File: src/rtl/lsu_word_bus_pkg.sv
// Shared encodings for the load/store unit: access-size codes, the default
// data-segment base, FSM state type and the load extension helpers.
package lsu_word_bus_pkg;

    // Access size on req_op; 2'b00 is reserved and always rejected.
    localparam logic [1:0] MEM_BYTE = 2'b01;
    localparam logic [1:0] MEM_HALF = 2'b10;
    localparam logic [1:0] MEM_WORD = 2'b11;

    // Byte address of data-memory word 0.
    localparam logic [31:0] DATA_BASE_ADDRESS = 32'h1001_0000;

    typedef enum logic [1:0] {
        ST_IDLE = 2'd0,
        ST_RD   = 2'd1,
        ST_WR   = 2'd2,
        ST_DONE = 2'd3
    } lsu_state_e;

    // Widen a byte to 32 bits, sign-extending when sign = 1.
    function automatic logic [31:0] ext_8_32(input logic [7:0] b, input logic sign);
        return {{24{sign & b[7]}}, b};
    endfunction

    // Widen a half-word to 32 bits, sign-extending when sign = 1.
    function automatic logic [31:0] ext_16_32(input logic [15:0] h, input logic sign);
        return {{16{sign & h[15]}}, h};
    endfunction

endpackage

File: src/rtl/lsu_word_bus_if.sv
// Signal bundle between the CPU memory stage, the load/store unit and the
// word-wide data-memory bus.
//
// Handshakes:
//   CPU side : a request transfers on a rising edge where req_valid && req_ready.
//              The unit answers with a single-cycle resp_valid pulse.
//   Bus side : mem_req is held high, with mem_we/mem_index/mem_wdata stable,
//              until a rising edge where mem_ack is high; mem_rdata is taken
//              on that edge. mem_ack is ignored while mem_req is low.
interface lsu_word_bus_if #(
    parameter int ADDR_W = 10
);
    logic              req_valid;
    logic              req_ready;
    logic              req_we;
    logic [1:0]        req_op;
    logic              req_ext;
    logic [31:0]       req_addr;
    logic [31:0]       req_wdata;
    logic              resp_valid;
    logic [31:0]       resp_rdata;
    logic              resp_err;
    logic              mem_req;
    logic              mem_we;
    logic [ADDR_W-1:0] mem_index;
    logic [31:0]       mem_wdata;
    logic              mem_ack;
    logic [31:0]       mem_rdata;

    // The load/store unit: target of CPU requests, initiator on the bus.
    modport master (
        input  req_valid, req_we, req_op, req_ext, req_addr, req_wdata,
        input  mem_ack, mem_rdata,
        output req_ready, resp_valid, resp_rdata, resp_err,
        output mem_req, mem_we, mem_index, mem_wdata
    );

    // Environment: CPU stage plus data memory.
    modport slave (
        output req_valid, req_we, req_op, req_ext, req_addr, req_wdata,
        output mem_ack, mem_rdata,
        input  req_ready, resp_valid, resp_rdata, resp_err,
        input  mem_req, mem_we, mem_index, mem_wdata
    );
endinterface

File: src/rtl/lsu_word_bus_lane_extract.sv
// Read-side lane selection: picks the addressed byte/half out of a bus word
// and zero- or sign-extends it to 32 bits.
module lane_extract
    import lsu_word_bus_pkg::*;
(
    input  logic [31:0] word,
    input  logic [1:0]  lane,
    input  logic [1:0]  op,
    input  logic        ext,
    output logic [31:0] result
);

    // Little-endian lane select followed by extension; word loads pass through.
    always_comb begin
        result = 32'd0;
        case (op)
            MEM_BYTE: result = ext_8_32(word[{lane, 3'b000} +: 8], ext);
            MEM_HALF: result = ext_16_32(lane[1] ? word[31:16] : word[15:0], ext);
            MEM_WORD: result = word;
            default:  result = 32'd0;
        endcase
    end

endmodule

File: src/rtl/lsu_word_bus.sv
// Load/store unit: accepts one CPU access at a time, validates it against the
// data segment and turns it into word-wide bus reads/writes. Sub-word stores
// become read-modify-write; sub-word loads are lane-extracted and extended.
module lsu_word_bus
    import lsu_word_bus_pkg::*;
#(
    parameter logic [31:0] DATA_BASE = DATA_BASE_ADDRESS,
    parameter int          ADDR_W    = 10
)(
    input  logic          clk,
    input  logic          rstn,
    lsu_word_bus_if.master bus,
    output lsu_state_e    state_dbg
);

    lsu_state_e        state, state_nxt;
    logic [31:0]       offset;
    logic [1:0]        lane_in;
    logic              range_bad, align_bad, req_bad, accept;
    logic              we_q, ext_q;
    logic [1:0]        op_q, lane_q;
    logic [ADDR_W-1:0] index_q;
    logic [31:0]       wdata_q, mem_wdata_q, merged, load_data;
    logic [31:0]       resp_rdata_q;
    logic              resp_err_q;

    // Offset wraps modulo 2^32, so addresses below the base land far above
    // the segment and fail the range test.
    assign offset    = bus.req_addr - DATA_BASE;
    assign lane_in   = offset[1:0];
    assign range_bad = (offset >> (ADDR_W + 2)) != 32'd0;
    assign align_bad = (bus.req_op == 2'b00)
                    || (bus.req_op == MEM_HALF && lane_in[0])
                    || (bus.req_op == MEM_WORD && lane_in != 2'b00);
    assign req_bad   = range_bad || align_bad;
    assign accept    = bus.req_valid && (state == ST_IDLE);

    // State register; reset abandons any bus transaction immediately.
    always_ff @(posedge clk or negedge rstn) begin
        if (!rstn) state <= ST_IDLE;
        else       state <= state_nxt;
    end

    // Next-state: errors skip the bus, word stores skip the read phase.
    always_comb begin
        state_nxt = state;
        case (state)
            ST_IDLE: if (accept) begin
                if (req_bad)                              state_nxt = ST_DONE;
                else if (bus.req_we && bus.req_op == MEM_WORD) state_nxt = ST_WR;
                else                                      state_nxt = ST_RD;
            end
            ST_RD:   if (bus.mem_ack) state_nxt = we_q ? ST_WR : ST_DONE;
            ST_WR:   if (bus.mem_ack) state_nxt = ST_DONE;
            ST_DONE: state_nxt = ST_IDLE;
            default: state_nxt = ST_IDLE;
        endcase
    end

    // Control outputs decoded purely from the state register.
    always_comb begin
        bus.req_ready  = (state == ST_IDLE);
        bus.resp_valid = (state == ST_DONE);
        bus.mem_req    = (state == ST_RD) || (state == ST_WR);
        bus.mem_we     = (state == ST_WR);
    end

    // Store merge: overlay the low store bits onto the word just read.
    always_comb begin
        merged = bus.mem_rdata;
        case (op_q)
            MEM_BYTE: merged[{lane_q, 3'b000} +: 8] = wdata_q[7:0];
            MEM_HALF: if (lane_q[1]) merged[31:16] = wdata_q[15:0];
                      else           merged[15:0]  = wdata_q[15:0];
            default:  merged = wdata_q;
        endcase
    end

    lane_extract u_lane_extract (
        .word   (bus.mem_rdata),
        .lane   (lane_q),
        .op     (op_q),
        .ext    (ext_q),
        .result (load_data)
    );

    // Request latch, bus write word and response registers. The response
    // registers change only on the way into DONE so they hold between responses.
    always_ff @(posedge clk or negedge rstn) begin
        if (!rstn) begin
            we_q         <= 1'b0;
            ext_q        <= 1'b0;
            op_q         <= 2'b00;
            lane_q       <= 2'b00;
            index_q      <= '0;
            wdata_q      <= 32'd0;
            mem_wdata_q  <= 32'd0;
            resp_rdata_q <= 32'd0;
            resp_err_q   <= 1'b0;
        end else begin
            case (state)
                ST_IDLE: if (accept) begin
                    we_q        <= bus.req_we;
                    ext_q       <= bus.req_ext;
                    op_q        <= bus.req_op;
                    lane_q      <= lane_in;
                    index_q     <= offset[ADDR_W+1:2];
                    wdata_q     <= bus.req_wdata;
                    mem_wdata_q <= bus.req_wdata;
                    if (req_bad) begin
                        resp_rdata_q <= 32'd0;
                        resp_err_q   <= 1'b1;
                    end
                end
                ST_RD: if (bus.mem_ack) begin
                    if (we_q) begin
                        mem_wdata_q <= merged;
                    end else begin
                        resp_rdata_q <= load_data;
                        resp_err_q   <= 1'b0;
                    end
                end
                ST_WR: if (bus.mem_ack) begin
                    resp_rdata_q <= 32'd0;
                    resp_err_q   <= 1'b0;
                end
                default: ;
            endcase
        end
    end

    assign bus.mem_index  = index_q;
    assign bus.mem_wdata  = mem_wdata_q;
    assign bus.resp_rdata = resp_rdata_q;
    assign bus.resp_err   = resp_err_q;
    assign state_dbg      = state;

endmodule
File: src/flat_wrapper.sv
// flat-port wrapper written by rule: the top's interface ports become plain ports
module lsu_word_bus_flat import lsu_word_bus_pkg::*;
#(
    parameter logic [31:0] DATA_BASE = DATA_BASE_ADDRESS,
    parameter int          ADDR_W    = 10
)
  (clk, rstn, state_dbg, bus_req_valid, bus_req_we, bus_req_op, bus_req_ext, bus_req_addr, bus_req_wdata, bus_mem_ack, bus_mem_rdata, bus_req_ready, bus_resp_valid, bus_resp_rdata, bus_resp_err, bus_mem_req, bus_mem_we, bus_mem_index, bus_mem_wdata);
  lsu_word_bus_if #(.ADDR_W(ADDR_W)) bus_i ();
  input  logic clk;
  input  logic rstn;
  output lsu_state_e state_dbg;
  input wire logic [$bits(bus_i.req_valid)-1:0] bus_req_valid;
  input wire logic [$bits(bus_i.req_we)-1:0] bus_req_we;
  input wire logic [$bits(bus_i.req_op)-1:0] bus_req_op;
  input wire logic [$bits(bus_i.req_ext)-1:0] bus_req_ext;
  input wire logic [$bits(bus_i.req_addr)-1:0] bus_req_addr;
  input wire logic [$bits(bus_i.req_wdata)-1:0] bus_req_wdata;
  input wire logic [$bits(bus_i.mem_ack)-1:0] bus_mem_ack;
  input wire logic [$bits(bus_i.mem_rdata)-1:0] bus_mem_rdata;
  output wire logic [$bits(bus_i.req_ready)-1:0] bus_req_ready;
  output wire logic [$bits(bus_i.resp_valid)-1:0] bus_resp_valid;
  output wire logic [$bits(bus_i.resp_rdata)-1:0] bus_resp_rdata;
  output wire logic [$bits(bus_i.resp_err)-1:0] bus_resp_err;
  output wire logic [$bits(bus_i.mem_req)-1:0] bus_mem_req;
  output wire logic [$bits(bus_i.mem_we)-1:0] bus_mem_we;
  output wire logic [$bits(bus_i.mem_index)-1:0] bus_mem_index;
  output wire logic [$bits(bus_i.mem_wdata)-1:0] bus_mem_wdata;
  assign bus_i.req_valid = bus_req_valid;
  assign bus_i.req_we = bus_req_we;
  assign bus_i.req_op = bus_req_op;
  assign bus_i.req_ext = bus_req_ext;
  assign bus_i.req_addr = bus_req_addr;
  assign bus_i.req_wdata = bus_req_wdata;
  assign bus_i.mem_ack = bus_mem_ack;
  assign bus_i.mem_rdata = bus_mem_rdata;
  assign bus_req_ready = bus_i.req_ready;
  assign bus_resp_valid = bus_i.resp_valid;
  assign bus_resp_rdata = bus_i.resp_rdata;
  assign bus_resp_err = bus_i.resp_err;
  assign bus_mem_req = bus_i.mem_req;
  assign bus_mem_we = bus_i.mem_we;
  assign bus_mem_index = bus_i.mem_index;
  assign bus_mem_wdata = bus_i.mem_wdata;
  lsu_word_bus #(.DATA_BASE(DATA_BASE), .ADDR_W(ADDR_W)) u_core (.clk(clk), .rstn(rstn), .bus(bus_i), .state_dbg(state_dbg));
endmodule
File: config.mk
export PLATFORM = sky130hd
export DESIGN_NAME = lsu_word_bus_flat
export DESIGN_NICKNAME = d
export VERILOG_FILES = /design/src/rtl/lsu_word_bus_pkg.sv /design/src/rtl/lsu_word_bus_if.sv /design/src/rtl/lsu_word_bus_lane_extract.sv /design/src/rtl/lsu_word_bus.sv /design/src/flat_wrapper.sv
export SDC_FILE = /design/constraint.sdc
export NUM_CORES = 1
export LEC_CHECK = 0
export CAP_MARGIN = 40
export CORE_MARGIN = 2
export CORE_UTILIZATION = 44
export DETAILED_ROUTE_END_ITERATION = 10
export PLACE_DENSITY = 0.78
export SETUP_SLACK_MARGIN = 0.4
export SLEW_MARGIN = 20
export SYNTH_ARGS = -nofsm -noshare
export SYNTH_HDL_FRONTEND = slang
export SYNTH_SLANG_ARGS = --single-unit
File: constraint.sdc
create_clock -name clk -period 2.5 [get_ports clk]
set_clock_uncertainty 0.05 [all_clocks]
set_input_delay 0.5 -clock clk [delete_from_list [all_inputs] [get_ports clk]]
set_output_delay 0.5 -clock clk [all_outputs]
set_load 0.03 [all_outputs]
# ---- Word level (Yosys, flattened, before mapping)
# Index checks and enable logic that the tools add are counted.
# Widths: inputs -> output; s select.
dict set report op_classes {
  addsub 2
  eq_ne 14
  shifts 3
  muxes 29
  bitwise_logic 2
  reduce_logical 18
}
# operator n
set ops {}
lappend ops {{$mux 32} 8}
lappend ops {{$pmux 32 s3} 2}
lappend ops {{$pmux 32 s2} 2}
lappend ops {{$mux 16} 3}
lappend ops {{$bwmux 32} 1}
lappend ops {{$reduce_bool 32->1} 1}
lappend ops {{$shift 8x7->32 const A} 1}
lappend ops {{$shiftx 32x6->8} 1}
lappend ops {{$shiftx 8x7->32} 1}
lappend ops {{$sub 32x29->32 const B} 1}
lappend ops {{$eq 2x2->1 const B} 6}
lappend ops {{$mux 2} 5}
lappend ops {{$pmux 2 s4} 1}
lappend ops {{$neg 5->7} 1}
lappend ops {{$mux 1} 6}
lappend ops {{$ne 2x1->1 const B} 3}
lappend ops {{$ne 2x2->1 const B} 3}
lappend ops {{$reduce_and 6->1} 1}
lappend ops {{$eq 2x1->1 const B} 2}
lappend ops {{$logic_and 1x1->1} 4}
lappend ops {{$logic_not 2->1} 2}
lappend ops {{$logic_or 1x1->1} 4}
lappend ops {{$reduce_and 4->1} 1}
lappend ops {{$reduce_bool 2->1} 2}
lappend ops {{other kinds (5)} 6}
dict set report totals {
  ff_bits 115
  output_inout_bits 81
  wordCells 78
}

# ---- Longest topological paths before layout
dict set report depth {
  depth_word 8
  depth_mapped 9
  ltp_nobuf 7
}

# ---- By module
# A second synthesis with hierarchy kept.
dict set report unflattened {
  cells_unflattened 692
  area_unflattened_um2 7016.7
}
# module instances cells_per_inst area_per_inst_um2
set by_module_without_submodules {}
lappend by_module_without_submodules {lsu_word_bus 1 596 6293.5}
lappend by_module_without_submodules {lane_extract 1 96 723.2}

# ---- Worst setup path after synthesis
# Ideal clock, no wire load.
dict set report synth_path {
  path_kind {reg2reg}
  from {register u_core.state[0] (netlist: u_core.state_dbg[0])}
  to {register u_core.resp_rdata_q[0] (netlist: u_core.bus.resp_rdata[0])}
  setup_ns 0.121
  arrival_ns 2.236
  required_ns 2.329
  setup_slack_ns 0.093
  path_stages_with_launch 9
  path_buffers 1
  synth_period_minus_slack_ns 2.407
  cell_sequence {dfrtp_1 -> inv_1 -> ha_1 -> nor4bb_1 -> nand4_1 -> nor4_1 -> nand2_1 -> clkbuf_1 -> a22o_1}
}
dict set report synth_via {
  elab_chain_len 4
  elab_cells_between_ends 12
}
# item line
set synth_rtl {}
lappend synth_rtl {{start, declared} lsu_word_bus.sv:16} ;# lsu_state_e state, state_nxt;
lappend synth_rtl {{start signal, assigned} lsu_word_bus.sv:41} ;# else state <= state_nxt;
lappend synth_rtl {{$logic_not 2->1 (*)} -}
lappend synth_rtl {{via bus_req_ready} flat_wrapper.sv:20} ;# output wire logic [$bits(bus_i.req_ready)-1:0] bus_req_ready;
lappend synth_rtl {{$logic_and 1x1->1} lsu_word_bus.sv:36} ;# assign accept = bus.req_valid && (state == ST_IDLE);
lappend synth_rtl {{$ne 2x1->1 (no source line)} -}
lappend synth_rtl {{$reduce_and 6->1 (no source line)} -}
lappend synth_rtl {{end signal, assigned} lsu_word_bus.sv:119} ;# resp_rdata_q <= load_data;
lappend synth_rtl {{end, declared} lsu_word_bus.sv:24} ;# logic [31:0] resp_rdata_q;
# The timed path passes the listed nets; every way through them passes the cells marked *.
# A chain may end at the register's enable or synchronous reset.

# ---- Worst setup path in the final report
dict set report layout_path {
  from {input port bus_req_addr[19]}
  to {register u_core.resp_rdata_q[15] (netlist: u_core.bus.resp_rdata[15])}
}
dict set report layout_via {
  elab_chain_len 5
}
# item line
set layout_rtl {}
lappend layout_rtl {{start, declared} flat_wrapper.sv:16} ;# input wire logic [$bits(bus_i.req_addr)-1:0] bus_req_addr;
lappend layout_rtl {{$sub 32x29->32} lsu_word_bus.sv:29} ;# assign offset = bus.req_addr - DATA_BASE;
lappend layout_rtl {{$reduce_bool 32->1} lsu_word_bus.sv:31} ;# assign range_bad = (offset >> (ADDR_W + 2)) != 32'd0;
lappend layout_rtl {{$logic_or 1x1->1} lsu_word_bus.sv:35} ;# assign req_bad = range_bad || align_bad;
lappend layout_rtl {{$ne 2x1->1 (no source line)} -}
lappend layout_rtl {{$reduce_and 6->1 (no source line)} -}
# No other way between the ends.

==> key figures <==
Run status
  – Status: completed

Place
  – Detailed Place HPWL: 15460 um
  – RD Place Congestion: 0.8853
  – IO Port Bufs: 184

Clocking
  – CTS tree: yes
  – Clk_lat worst skew: 420 ps
  – Max clock buf depth: 2
  – CTS clk-pin slew, worst paths: 50 ps
  – Clock tree sinks: 115
  – Clk root buf: clkbuf_16
  – # H-tree levels: 4
  – Hold buffer count at CTS: 0
  – TritonCTS Buffers: 17

STA
  – Crit path time final: 2120 ps
  – Final Setup Violations: 0
  – Fmax: 471.8 MHz
  – Final period util: 84.78%
  – Pins Over Slew Limit: 0
  – RSZ-0062 raised after global routing: yes
  – Slew @ Worst Pin: 575.2 ps
  – Final hold vios: 0
  – Relative slew slack: 61.65%

Global route
  – Largest net degree at the start of global routing: 49
  – Total GRT Usage: 27.33%
  – Number of global-route vias before repair: 6234
  – First-pass GRT wire length: 33740 um
  – Antenna violations before repair: 0
  – Grt ovf: 0

Floorplanning
  – IO Pins: 185
  – Die ar.: 0.01572 mm2
  – Floorplan row count: 44
  – Initial core utilization: 44.78%
  – Die Wd: 125.4 um
  – DIE HEIGHT: 125.4 um
  – Area of the core: 0.01448 mm2

Synth
  – EDFF count, synth: 0
  – Fraction of registers with async set/reset: 100.0%
  – Synth area leader: dfrtp_1
  – Adder-cell share of the synthesized area: 2.702%
  – Synth unique cells: 48
  – Dominant cells by area after synthesis: dfrtp_1 (44%), mux2_2 (9.6%), a22o_1 (7.6%), a21oi_1 (5.0%), o21ai_0 (3.8%)
  – Xor/xnor share of the synthesized area: 0%
  – Post-synthesis sequential area ratio: 44.38%
  – Syn nets: 749
  – Synthesized area per cell: 10.28 um2
  – Cell with the most instances after synthesis: dfrtp_1
  – Largest family of logic cells by synthesized area: compound AO/OA/AOI/OAI gates
  – Seq cells post-synth: 115
  – Synthesized cell area: 0.006484 mm2
  – Synth top area share: 44.38%
  – Simple-gate share of the synthesized area: 7.545%
  – Mux share of post-synthesis cell area: 12.95%
  – YS warnings: 0
  – Commonest cells post-synth: dfrtp_1 (115), a21oi_1 (65), a22o_1 (56)
  – Post-synthesis compound-gate area fraction: 28.04%
  – Synth Instances: 631
  – Post-synth top flop: dfrtp_1

Cells and area
  – Core Util, Final: 64.99%
  – # diodes: 0
  – Total Nets Final: 938
  – Syn-to-layout area delta: 45.14%
  – Fraction of layout cells with a size suffix above 1: 18.41%
  – Filler cells: 1122

Drt
  – Residual DRC count: 0
  – Via/cell ratio: 6.119
  – DR WL/cell: 21.33 um
  – Vias: 6211
  – Post-Route WL: 21650 um
  – Iter 0 DRT Violations: 449
  – Final antenna-violating net count: 0
  – First-pass detailed-route iteration total: 5

Critical path
  – Required time worst endpoint: 2760 ps
  – Max Fanout on Critical Path: 33
  – Reg2reg end: u_core.bus.resp_rdata[12]
  – R2R setup slack: 390 ps
  – Worst endpoint data arrival time: 2380 ps
  – Crit. End Element: flip-flop
  – Reg2Reg Depth: 8
  – Setup CP Type: in -> reg
  – CP startpoint kind: primary input
  – R2r startpoint: u_core.state_dbg[0]

Power
  – Static Leak: 3.916 nW
  – PwrDens: 1344 mW/mm2
  – Power Total: 12.64 mW
  – Maximum VDD drop: 0.8227 mV

Worst hold path
  – Worst Hold Class: in -> async

Flow run
  – Max_cap viols: 0
-- worst max-delay path by stage --
| stage | start | endpoint | depth (start not counted) | slack (ps) |
|---|---|---|---|---|
| 3_3_place_gp | bus_req_addr[17] | u_core.bus.resp_rdata[0] | 7 | 40 |
| 5_1_grt | bus_req_addr[21] | u_core.bus.resp_err | 7 | 260 |
| 3_5_place_dp | bus_req_addr[16] | u_core.bus.resp_rdata[12] | 7 | -100 |
| 4_1_cts | u_core.state_dbg[0] | bus_mem_req | 3 | 320 |
| 6_report | bus_req_addr[19] | u_core.bus.resp_rdata[15] | 7 | 380 |
| 2_1_floorplan | u_core.state_dbg[1] | u_core.bus.resp_rdata[0] | 9 | 390 |
-- worst max-delay path, stage by stage --
cell and delay, ps:
clkdlybuf4s50_1 540, nor4_4 80, nor3b_1 340, nor4_2 100, a221o_2 400, buf_12 180, a22o_1 240
-- layer usage --
metal	track usage (%)	part of all wire (%)	vias up
li1	-	-	2768
met1	35.36	42	3056
met2	43.32	47	344
met3	8.558	8.7	43
met4	10.07	2.5	0
met5	0	0	-
-- registers in the layout, indices dropped and copies added, names as in the netlist --
register,count
u_core.bus.mem_wdata,32
u_core.bus.resp_rdata,32
u_core.wdata_q,32
u_core.bus.mem_index,10
u_core.lane_q,2
u_core.op_q,2
u_core.state_dbg,2
u_core.bus.resp_err,1
u_core.ext_q,1
u_core.we_q,1
-- layout make-up --
| type | count | area [um2] | share of cell area, % |
|---|---|---|---|
| Clock inverter | 6 | 80.08 | 0.8510 |
| Inverter | 14 | 55.05 | 0.5850 |
| Timing Repair Buffer | 220 | 2203 | 23.41 |
| Tap cell | 184 | 230.2 | 2.446 |
| Clock buffer | 24 | 471.7 | 5.013 |
| Multi-Input combinational cell | 452 | 3490 | 37.08 |
| Sequential cell | 115 | 2880 | 30.61 |
-- placed cells by master (no fill, tap or decap), types with 17 or more instances in the layout --
| master | n |
|---|---|
| clkdlybuf4s50_1 | 175 |
| o22a_1 | 17 |
| a21oi_1 | 60 |
| mux2_2 | 55 |
| a22oi_1 | 23 |
| a22o_1 | 56 |
| a21o_1 | 24 |
| buf_4 | 26 |
| nor2_1 | 21 |
| clkbuf_16 | 17 |
| dfrtp_1 | 113 |
| o21ai_0 | 49 |
| mux2i_1 | 22 |
| nand2_1 | 31 |
-- stage by stage --
step | worst slack [ps] | cell area, um2 | setup TNS (ps) | instances | hold slack [ps]
finish | 380.5 | 9410 | 0 | 1015 | 33.14
CTS | 315.2 | 9278 | 0 | 1012 | 46.25
global route | 264.9 | 9410 | 0 | 1015 | 59.43
floorplan | 385.5 | 6545 | 0 | 631 | 154.4
detailed placement | -103.8 | 8696 | -2144 | 980 | 419.1
global placement | 37.71 | 8696 | 0 | 980 | 413.7
-- power by group --
part	internal [mW]	switching, mW	leakage, nW	total [mW]
combinational	3.04	4.01	2.22	7.06
clock	1.50	0.810	0.274	2.31
sequential	2.66	0.623	1.42	3.28
-- timing repair --
item | in CTS | in global routing
endpoints found under the setup margin | 40 | 69
pin swaps | 2 | 5
setup buffers | 2 | 3
gates resized for setup | 10 | 31
-- cell families (layout without fill, tap and decap cells) --
family	count (synthesis)	after routing
buf+inv	64	264
compound gates	265	265
fa+ha+maj	14	14
flops	115	115
simple gates	96	96
mux	77	77
(Power assumes the default switching activity.)
